## src/rtl/load_store_unit.sv

```systemverilog
// load_store_unit
//    Load/store unit with one data-cache port and an in-order store buffer.
//    Loads and stores arrive on one valid/ready request port. Stores are
//    queued in a FIFO of SB_DEPTH entries. The FIFO drains into the cache
//    whenever the unit is idle and no load is waiting to go. A load bypasses
//    pending stores, unless one of them targets the same word. In that case
//    the load stalls until the matching stores have drained.
//    Only one cache access is outstanding at a time.
//
//    Build option: define LSU_STORE_FWD_EN to answer loads directly from the
//    store buffer. This happens when the youngest matching entry covers every
//    byte the load reads.
//
// Ports
//    clk_i, rst_i               clock, synchronous active-high reset
//    req_valid_i/req_ready_o    request handshake
//    req_op_i                   {is_store, unsigned, size[1:0]}
//    req_addr_i, req_wdata_i    byte address, store data (LSBs)
//    req_rd_i                   load destination label
//    resp_valid_o/rd_o/data_o   one-cycle load completion with extended data
//    misalign_o                 one-cycle pulse for a rejected misaligned request
//    sb_empty_o                 no store queued or in flight
//    data_cache_*_o             word address, byte write enables, write data, enable
//    data_cache_data_i          load data from the cache
//    data_cache_blocking_n_i    cache not busy (access completes when high)
module load_store_unit #(
   parameter int SB_DEPTH = 4
) (
   input  logic        clk_i,
   input  logic        rst_i,
   input  logic        req_valid_i,
   output logic        req_ready_o,
   input  logic [3:0]  req_op_i,
   input  logic [31:0] req_addr_i,
   input  logic [31:0] req_wdata_i,
   input  logic [4:0]  req_rd_i,
   output logic        resp_valid_o,
   output logic [4:0]  resp_rd_o,
   output logic [31:0] resp_data_o,
   output logic        misalign_o,
   output logic        sb_empty_o,
   output logic [31:2] data_cache_address_o,
   output logic [3:0]  data_cache_write_en_o,
   output logic [31:0] data_cache_data_o,
   output logic        data_cache_enabled_o,
   input  logic [31:0] data_cache_data_i,
   input  logic        data_cache_blocking_n_i
);

   localparam int PW = $clog2(SB_DEPTH);
   localparam int CW = $clog2(SB_DEPTH) + 1;
   localparam logic [CW-1:0] COUNT_FULL = CW'(SB_DEPTH);
   localparam logic [CW-1:0] COUNT_ONE  = CW'(1);
   localparam logic [PW-1:0] PTR_ONE    = PW'(1);

   typedef enum logic [1:0] {
      IDLE   = 2'b00,
      LD_ACC = 2'b01,
      ST_ACC = 2'b10
   } state_e;

   // Extract and extend the loaded byte/half/word from a 32-bit word.
   function automatic logic [31:0] load_extend(input logic [31:0] word, input logic [1:0] off,
                                               input logic [1:0] size, input logic uns);
      logic [7:0]  b;
      logic [15:0] h;
      logic [31:0] r;
      case (off)
         2'b00:   b = word[7:0];
         2'b01:   b = word[15:8];
         2'b10:   b = word[23:16];
         default: b = word[31:24];
      endcase
      h = off[1] ? word[31:16] : word[15:0];
      case (size)
         2'b00:   r = uns ? {24'h000000, b} : {{24{b[7]}}, b};
         2'b01:   r = uns ? {16'h0000, h} : {{16{h[15]}}, h};
         default: r = word;
      endcase
      return r;
   endfunction

   // Byte lanes touched by an access of the given size at the given offset.
   function automatic logic [3:0] byte_mask(input logic [1:0] off, input logic [1:0] size);
      logic [3:0] m;
      case (size)
         2'b00:   m = 4'b0001 << off;
         2'b01:   m = off[1] ? 4'b1100 : 4'b0011;
         default: m = 4'b1111;
      endcase
      return m;
   endfunction

   // Misalignment: halves need addr[0]=0, words (and reserved size) need addr[1:0]=0.
   function automatic logic is_misaligned(input logic [1:0] off, input logic [1:0] size);
      logic r;
      case (size)
         2'b00:   r = 1'b0;
         2'b01:   r = off[0];
         default: r = (off != 2'b00);
      endcase
      return r;
   endfunction

   // State and registered outputs
   state_e         state_q, state_d;
   logic           first_q, first_d;
   logic [29:0]    cache_addr_q, cache_addr_d;
   logic [3:0]     cache_we_q, cache_we_d;
   logic [31:0]    cache_wdata_q, cache_wdata_d;
   logic           cache_en_q, cache_en_d;
   logic [1:0]     ld_off_q, ld_off_d;
   logic [1:0]     ld_size_q, ld_size_d;
   logic           ld_uns_q, ld_uns_d;
   logic [4:0]     ld_rd_q, ld_rd_d;
   logic           resp_valid_q, resp_valid_d;
   logic [4:0]     resp_rd_q, resp_rd_d;
   logic [31:0]    resp_data_q, resp_data_d;
   logic           misalign_q, misalign_d;
   logic           sb_empty_q, sb_empty_d;

   // Store buffer
   logic [29:0]    sb_addr_q [SB_DEPTH];
   logic [3:0]     sb_be_q   [SB_DEPTH];
   logic [31:0]    sb_data_q [SB_DEPTH];
   logic [PW-1:0]  wr_ptr_q, wr_ptr_d;
   logic [PW-1:0]  rd_ptr_q, rd_ptr_d;
   logic [CW-1:0]  count_q, count_d;

   // Combinational helpers
   logic           req_store_s;
   logic           req_mis_s;
   logic [3:0]     st_be_s;
   logic [31:0]    st_data_s;
   logic [PW-1:0]  scan_idx_s;
   logic           hit_s;
   logic           ld_fwd_s;
   logic           ld_stall_s;
   logic           accept_s;
   logic           enq_s;
   logic           deq_s;
   logic           ld_go_s;
   logic           ld_fwd_go_s;
   logic           drain_s;
   logic           done_s;
`ifdef LSU_STORE_FWD_EN
   logic [3:0]     hit_be_s;
   logic [31:0]    hit_data_s;
   logic [3:0]     ld_be_s;
`endif

   // Request decode and the store-entry image (enables plus lane-replicated data)
   always_comb begin
      req_store_s = req_op_i[3];
      req_mis_s   = is_misaligned(req_addr_i[1:0], req_op_i[1:0]);
      st_be_s     = byte_mask(req_addr_i[1:0], req_op_i[1:0]);
      case (req_op_i[1:0])
         2'b00:   st_data_s = {4{req_wdata_i[7:0]}};
         2'b01:   st_data_s = {2{req_wdata_i[15:0]}};
         default: st_data_s = req_wdata_i;
      endcase
   end

   // Scan valid entries oldest to youngest; the last hit is the youngest match.
   // The entry being written to the cache is still counted, so it also matches.
   always_comb begin
      hit_s      = 1'b0;
      scan_idx_s = rd_ptr_q;
`ifdef LSU_STORE_FWD_EN
      hit_be_s   = 4'b0000;
      hit_data_s = 32'h0000_0000;
`endif
      for (int k = 0; k < SB_DEPTH; k++) begin
         scan_idx_s = rd_ptr_q + PW'(k);
         if ((CW'(k) < count_q) && (sb_addr_q[scan_idx_s] == req_addr_i[31:2])) begin
            hit_s      = 1'b1;
`ifdef LSU_STORE_FWD_EN
            hit_be_s   = sb_be_q[scan_idx_s];
            hit_data_s = sb_data_q[scan_idx_s];
`endif
         end else begin
            hit_s = hit_s;
         end
      end
   end

   // Decide whether a matching load is forwarded or stalled
   always_comb begin
`ifdef LSU_STORE_FWD_EN
      ld_be_s    = byte_mask(req_addr_i[1:0], req_op_i[1:0]);
      ld_fwd_s   = hit_s && ((hit_be_s & ld_be_s) == ld_be_s);
      ld_stall_s = hit_s && !ld_fwd_s;
`else
      ld_fwd_s   = 1'b0;
      ld_stall_s = hit_s;
`endif
   end

   // Ready: misaligned requests are always consumed, stores need a free slot,
   // loads need the idle state and no conflicting pending store.
   always_comb begin
      if (!req_valid_i) begin
         req_ready_o = 1'b0;
      end else if (req_mis_s) begin
         req_ready_o = 1'b1;
      end else if (req_store_s) begin
         req_ready_o = (count_q != COUNT_FULL);
      end else begin
         req_ready_o = (state_q == IDLE) && !ld_stall_s;
      end
   end

   // Handshake qualifiers and access completion
   always_comb begin
      accept_s    = req_valid_i && req_ready_o;
      enq_s       = accept_s && req_store_s && !req_mis_s;
      ld_go_s     = accept_s && !req_store_s && !req_mis_s && !ld_fwd_s;
      ld_fwd_go_s = accept_s && !req_store_s && !req_mis_s && ld_fwd_s;
      drain_s     = (count_q != '0) && !ld_fwd_go_s;
      // The busy input is ignored in the first access cycle.
      done_s      = (state_q != IDLE) && !first_q && data_cache_blocking_n_i;
      deq_s       = (state_q == ST_ACC) && done_s;
   end

   // Access FSM, cache port image and load response
   always_comb begin
      state_d       = state_q;
      first_d       = 1'b0;
      cache_addr_d  = cache_addr_q;
      cache_we_d    = cache_we_q;
      cache_wdata_d = cache_wdata_q;
      cache_en_d    = cache_en_q;
      ld_off_d      = ld_off_q;
      ld_size_d     = ld_size_q;
      ld_uns_d      = ld_uns_q;
      ld_rd_d       = ld_rd_q;
      resp_valid_d  = 1'b0;
      resp_rd_d     = resp_rd_q;
      resp_data_d   = resp_data_q;
      misalign_d    = accept_s && req_mis_s;
      case (state_q)
         IDLE: begin
            if (ld_go_s) begin
               state_d       = LD_ACC;
               first_d       = 1'b1;
               cache_addr_d  = req_addr_i[31:2];
               cache_we_d    = 4'b0000;
               cache_wdata_d = 32'h0000_0000;
               cache_en_d    = 1'b1;
               ld_off_d      = req_addr_i[1:0];
               ld_size_d     = req_op_i[1:0];
               ld_uns_d      = req_op_i[2];
               ld_rd_d       = req_rd_i;
            end else if (drain_s) begin
               state_d       = ST_ACC;
               first_d       = 1'b1;
               cache_addr_d  = sb_addr_q[rd_ptr_q];
               cache_we_d    = sb_be_q[rd_ptr_q];
               cache_wdata_d = sb_data_q[rd_ptr_q];
               cache_en_d    = 1'b1;
            end else begin
               state_d = IDLE;
            end
         end
         LD_ACC: begin
            if (done_s) begin
               state_d      = IDLE;
               cache_en_d   = 1'b0;
               resp_valid_d = 1'b1;
               resp_rd_d    = ld_rd_q;
               resp_data_d  = load_extend(data_cache_data_i, ld_off_q, ld_size_q, ld_uns_q);
            end else begin
               state_d = LD_ACC;
            end
         end
         ST_ACC: begin
            if (done_s) begin
               state_d    = IDLE;
               cache_en_d = 1'b0;
               cache_we_d = 4'b0000;
            end else begin
               state_d = ST_ACC;
            end
         end
         default: begin
            state_d    = IDLE;
            cache_en_d = 1'b0;
            cache_we_d = 4'b0000;
         end
      endcase
`ifdef LSU_STORE_FWD_EN
      // Forwarded loads only happen in IDLE, so they never collide with a cache response.
      if (ld_fwd_go_s) begin
         resp_valid_d = 1'b1;
         resp_rd_d    = req_rd_i;
         resp_data_d  = load_extend(hit_data_s, req_addr_i[1:0], req_op_i[1:0], req_op_i[2]);
      end else begin
         resp_valid_d = resp_valid_d;
      end
`endif
   end

   // Store buffer pointers and occupancy; the pointers wrap naturally at SB_DEPTH
   always_comb begin
      if (enq_s) begin
         wr_ptr_d = wr_ptr_q + PTR_ONE;
      end else begin
         wr_ptr_d = wr_ptr_q;
      end
      if (deq_s) begin
         rd_ptr_d = rd_ptr_q + PTR_ONE;
      end else begin
         rd_ptr_d = rd_ptr_q;
      end
      case ({enq_s, deq_s})
         2'b10:   count_d = count_q + COUNT_ONE;
         2'b01:   count_d = count_q - COUNT_ONE;
         default: count_d = count_q;
      endcase
      sb_empty_d = (count_d == '0);
   end

   // State and output registers with synchronous reset
   always_ff @(posedge clk_i) begin
      if (rst_i) begin
         state_q       <= IDLE;
         first_q       <= 1'b0;
         cache_addr_q  <= 30'h0000_0000;
         cache_we_q    <= 4'b0000;
         cache_wdata_q <= 32'h0000_0000;
         cache_en_q    <= 1'b0;
         ld_off_q      <= 2'b00;
         ld_size_q     <= 2'b00;
         ld_uns_q      <= 1'b0;
         ld_rd_q       <= 5'd0;
         resp_valid_q  <= 1'b0;
         resp_rd_q     <= 5'd0;
         resp_data_q   <= 32'h0000_0000;
         misalign_q    <= 1'b0;
         sb_empty_q    <= 1'b1;
         wr_ptr_q      <= '0;
         rd_ptr_q      <= '0;
         count_q       <= '0;
      end else begin
         state_q       <= state_d;
         first_q       <= first_d;
         cache_addr_q  <= cache_addr_d;
         cache_we_q    <= cache_we_d;
         cache_wdata_q <= cache_wdata_d;
         cache_en_q    <= cache_en_d;
         ld_off_q      <= ld_off_d;
         ld_size_q     <= ld_size_d;
         ld_uns_q      <= ld_uns_d;
         ld_rd_q       <= ld_rd_d;
         resp_valid_q  <= resp_valid_d;
         resp_rd_q     <= resp_rd_d;
         resp_data_q   <= resp_data_d;
         misalign_q    <= misalign_d;
         sb_empty_q    <= sb_empty_d;
         wr_ptr_q      <= wr_ptr_d;
         rd_ptr_q      <= rd_ptr_d;
         count_q       <= count_d;
      end
   end

   // Store buffer storage; contents need no reset because the pointers define validity
   always_ff @(posedge clk_i) begin
      if (enq_s && !rst_i) begin
         sb_addr_q[wr_ptr_q] <= req_addr_i[31:2];
         sb_be_q[wr_ptr_q]   <= st_be_s;
         sb_data_q[wr_ptr_q] <= st_data_s;
      end
   end

   assign resp_valid_o          = resp_valid_q;
   assign resp_rd_o             = resp_rd_q;
   assign resp_data_o           = resp_data_q;
   assign misalign_o            = misalign_q;
   assign sb_empty_o            = sb_empty_q;
   assign data_cache_address_o  = cache_addr_q;
   assign data_cache_write_en_o = cache_we_q;
   assign data_cache_data_o     = cache_wdata_q;
   assign data_cache_enabled_o  = cache_en_q;

endmodule

```

## config.mk

```make
export PLATFORM = sky130hd
export DESIGN_NAME = load_store_unit
export DESIGN_NICKNAME = d
export VERILOG_FILES = /design/src/rtl/load_store_unit.sv
export SDC_FILE = /design/constraint.sdc
export NUM_CORES = 1
export LEC_CHECK = 0
export ABC_CLOCK_PERIOD_IN_PS = 5200
export CAP_MARGIN = 20
export CELL_PAD_IN_SITES_DETAIL_PLACEMENT = 1
export CELL_PAD_IN_SITES_GLOBAL_PLACEMENT = 1
export CORE_MARGIN = 2
export CORE_UTILIZATION = 47
export CTS_BUF_LIST = sky130_fd_sc_hd__clkbuf_16
export CTS_CLUSTER_SIZE = 25
export DETAILED_ROUTE_END_ITERATION = 6
export PLACE_DENSITY = 0.82
export SLEW_MARGIN = 20
export SYNTH_ARGS = -nofsm -noshare
export SYNTH_HDL_FRONTEND = slang
export SYNTH_SLANG_ARGS = --single-unit
```

## constraint.sdc

```tcl
create_clock -name clk_i -period 5.2 [get_ports clk_i]
set_input_delay 1.04 -clock clk_i [delete_from_list [all_inputs] [get_ports clk_i]]
set_output_delay 1.04 -clock clk_i [all_outputs]
set_load 0.005 [all_outputs]
```

==> run_results.csv <==
group,metric,value,unit
status,status,"completed",
pwr,internal_power,5.444,mW
timing,max_freq,194.4,MHz
final_layout,final_common_cell,"edfxtp_1",
floorplanning,rows,74,
global_routing,grtUsageTotal,0.3061,
worst_setup_path,path_max_fanout,7,
clock_network,cts_buffer_depth,3,
min_path,min_path_type,"reg -> reg",
global_routing,grt_pass1_wl,99550,µm
timing,slew_headroom,0.4038,
floorplanning,initial_core_util,0.4790,
worst_setup_path,required,4.16,ns
pwr,power_density,300.8,nW/µm²
final_layout,drive_above_1_share,0.1732,
floorplanning,die_w,208.7,µm
yosys,synth_edf_count,264,
place,dp_cells,2258,
yosys,ys_warn_count,0,
drt,drt_wl_total,67740,µm
pwr,p_seq_frac,0.475,
yosys,synthDistinctLibCells,69,
clock_network,path_clk_slew,0.06,ns
worst_setup_path,worstSetupPathType,"in -> out",
timing,hold_viol,0,
yosys,ys_seq_elements,393,
flow_run,drv_cap,0,
timing,rsz0062_at_grt,"false",
final_layout,layout.cells.non_filler,2345,
place,place_congestion,0.9665,
final_layout,fin_nets,1898,
pwr,vdd_drop_max,262.0,µV
worst_setup_path,worst_setup_path_end_kind,"output port",
worst_setup_path,critPathArrivalTime,4.11,ns
global_routing,grt_start_max_net_pins,47,
timing,fin_crit,5.145,ns
floorplanning,dieArea,43550,µm²
timing,period_share,0.9895,
final_layout,fin_util,0.5897,
timing,tightestPinTransition,0.8931,ns
clock_network,h-tree-depth,2,
final_layout,areaGrowthSynthToFinish,23.10,%
pwr,p_switching,1.849,mW
yosys,seq_area_frac_synth,0.5337,
clock_network,clock-root-buffer,"clkbuf_16",
global_routing,first_global_vias,15250,
yosys,syn_nets,1665,
timing,tns,0,ns
place,io_buffers,216,
drt,wl_per_cell,28.88,µm
timing,maxSlewViolCount,0,
drt,first_pass_iters,5,
yosys,async_flop_share,0,
clock_network,cts_buffers,43,
worst_setup_path,start_kind,"input pin",
timing,clock-skew-final,0.02189,ns
drt,drt_iter0_markers,1350,
pwr,p_clk_frac,0.410,
yosys,netlist_area,19690,µm²
floorplanning,core_area,41110,µm²
pwr,combPwrFrac,0.115,
drt,drc,0,
timing,finalSetupViolCount,0,
drt,vias_per_cell,6.211,
pwr,p_sw_frac,0.2535,
pwr,leakagePower,7.810,nW
yosys,synth_area_per_cell,12.75,µm²
clock_network,tritoncts,"yes",
drt,via_count,14560,
floorplanning,io-pin-count,217,
clock_network,clock_sink_count,393,
yosys,synth_cells,1545,
floorplanning,dieHeight,208.7,µm
global_routing,antenna_found_initial,1,
global_routing,grt_overflow,0,
final_layout,insertedDiodeCount,0,
final_layout,final_cell_mix,"edfxtp_1 (264), clkdlybuf4s50_1 (213), nand2_1 (177)",
place,post-dp-hpwl,46300,µm
drt,drtAntennaViolNets,0,
clock_network,clock_latency,0.59,ns
yosys,ys.flop_type,"edfxtp_1",
-- metal layers --
layer,track usage,up-vias,share of wire
met2,0.5302,576,0.51
li1,-,6317,-
met3,0.04373,93,0.062
met5,0,-,0.00019
met4,0.08571,2,0.024
met1,0.4028,7576,0.41
-- power groups by stage --
| stage | logic [mW] | clock network, mW | registers (mW) |
|---|---|---|---|
| 5_1_grt | 0.889 | 3.12 | 3.47 |
| 3_5_place_dp | 0.814 | 0 | 3.53 |
| 4_1_cts | 0.829 | 3.02 | 3.47 |
| 2_1_floorplan | 0.400 | 0 | 3.51 |
| 6_report | 0.839 | 2.99 | 3.47 |
| 3_3_place_gp | 0.792 | 0 | 3.53 |
-- worst max-delay path, cell delays in order --
cell,delay (ns)
clkdlybuf4s50_1,0.61
nor2_1,0.19
mux2i_1,0.09
o21ai_1,0.25
nand4_1,0.17
or4_4,0.58
o41ai_4,0.40
or2_2,0.22
a21oi_1,0.07
clkdlybuf4s50_1,0.49
-- sequential cells by signal, summed over array words and instances, names as in the netlist, named ones only --
name / count
wr_ptr_q: 2
ld_rd_q: 5
state_q: 2
sb_empty_o: 1
resp_rd_o: 5
data_cache_enabled_o: 1
rd_ptr_q: 2
resp_valid_o: 1
data_cache_address_o: 30
count_q: 3
sb_be_q: 16
sb_addr_q: 120
ld_size_q: 2
misalign_o: 1
ld_off_q: 2
ld_uns_q: 1
data_cache_write_en_o: 4
sb_data_q: 128
resp_data_o: 32
first_q: 1
data_cache_data_o: 32
-- final cells by class --
type | count | area (µm²)
fillers | 4073 | 16870
inverters | 24 | 90.09
well taps | 532 | 665.6
multi-input cells | 1008 | 8620
flip-flops and latches | 393 | 10530
clock inverters | 37 | 279.0
repair buffers | 308 | 2985
clock buffers | 43 | 1076
-- path summary, 6_finish.rpt --
| kind | from | end | slack (ns) | depth (start not counted) |
|---|---|---|---|---|
| hold / removal | ld_rd_q[3] | resp_rd_o[3] | 0.46 | 2 |
| hold reg to reg | ld_rd_q[3] | resp_rd_o[3] | 0.46 | 2 |
| setup / recovery | req_addr_i[4] | req_ready_o | 0.05 | 10 |
| setup reg to reg | rd_ptr_q[0] | data_cache_address_o[9] | 1.12 | 13 |
-- per-stage QoR --
| step | setup slack [ns] | cell area (µm²) | hold slack, ns | power (mW) |
|---|---|---|---|---|
| after floorplan | 1.094 | 19690 | 0.4312 | 3.913 |
| after global placement | 0.01326 | 22730 | 0.4415 | 4.318 |
| after detailed placement | 0.01581 | 22730 | 0.4465 | 4.345 |
| after CTS | 0.0008256 | 24120 | 0.4592 | 7.312 |
| after global routing | 0.01155 | 24240 | 0.4876 | 7.485 |
| final | 0.05483 | 24240 | 0.4550 | 7.292 |
-- synth_stat cells, drive strengths merged (17+ instances only) --
master	n	area [µm²]
a21oi	86	430.4
nor2	71	266.5
buf	55	314.1
nor3	17	90.09
a211oi	27	227.7
a21o	18	135.1
clkbuf	65	244.0
o21ai	52	260.3
xnor2	97	849.6
dfxtp	129	2582
xor2	18	157.7
nand2	178	668.1
mux4	109	2455
mux2	22	247.7
mux2i	123	1231
nand4	17	106.4
edfxtp	264	7928
inv	23	86.33
-- kinds of logic (layout without fill, tap and decap cells) --
logic type      after synthesis  count (layout)  synth area share
buf+inv                     144             412           0.03291
xor+xnor                    115             115           0.05115
compound gates              287             287           0.09830
fa+ha+maj                    11              11          0.006989
simple gates                341             341           0.07714
flops                       393             393            0.5337
mux                         254             254            0.1998
-- repair_timing --
item                       CTS  global route
setup endpoints to repair    1             1
pin swaps                    0             1
buffers inserted             4             1
hold buffers                 0             0
cloned                       0             2
resized for setup            2            16
Power figures use the tool's default switching activity.
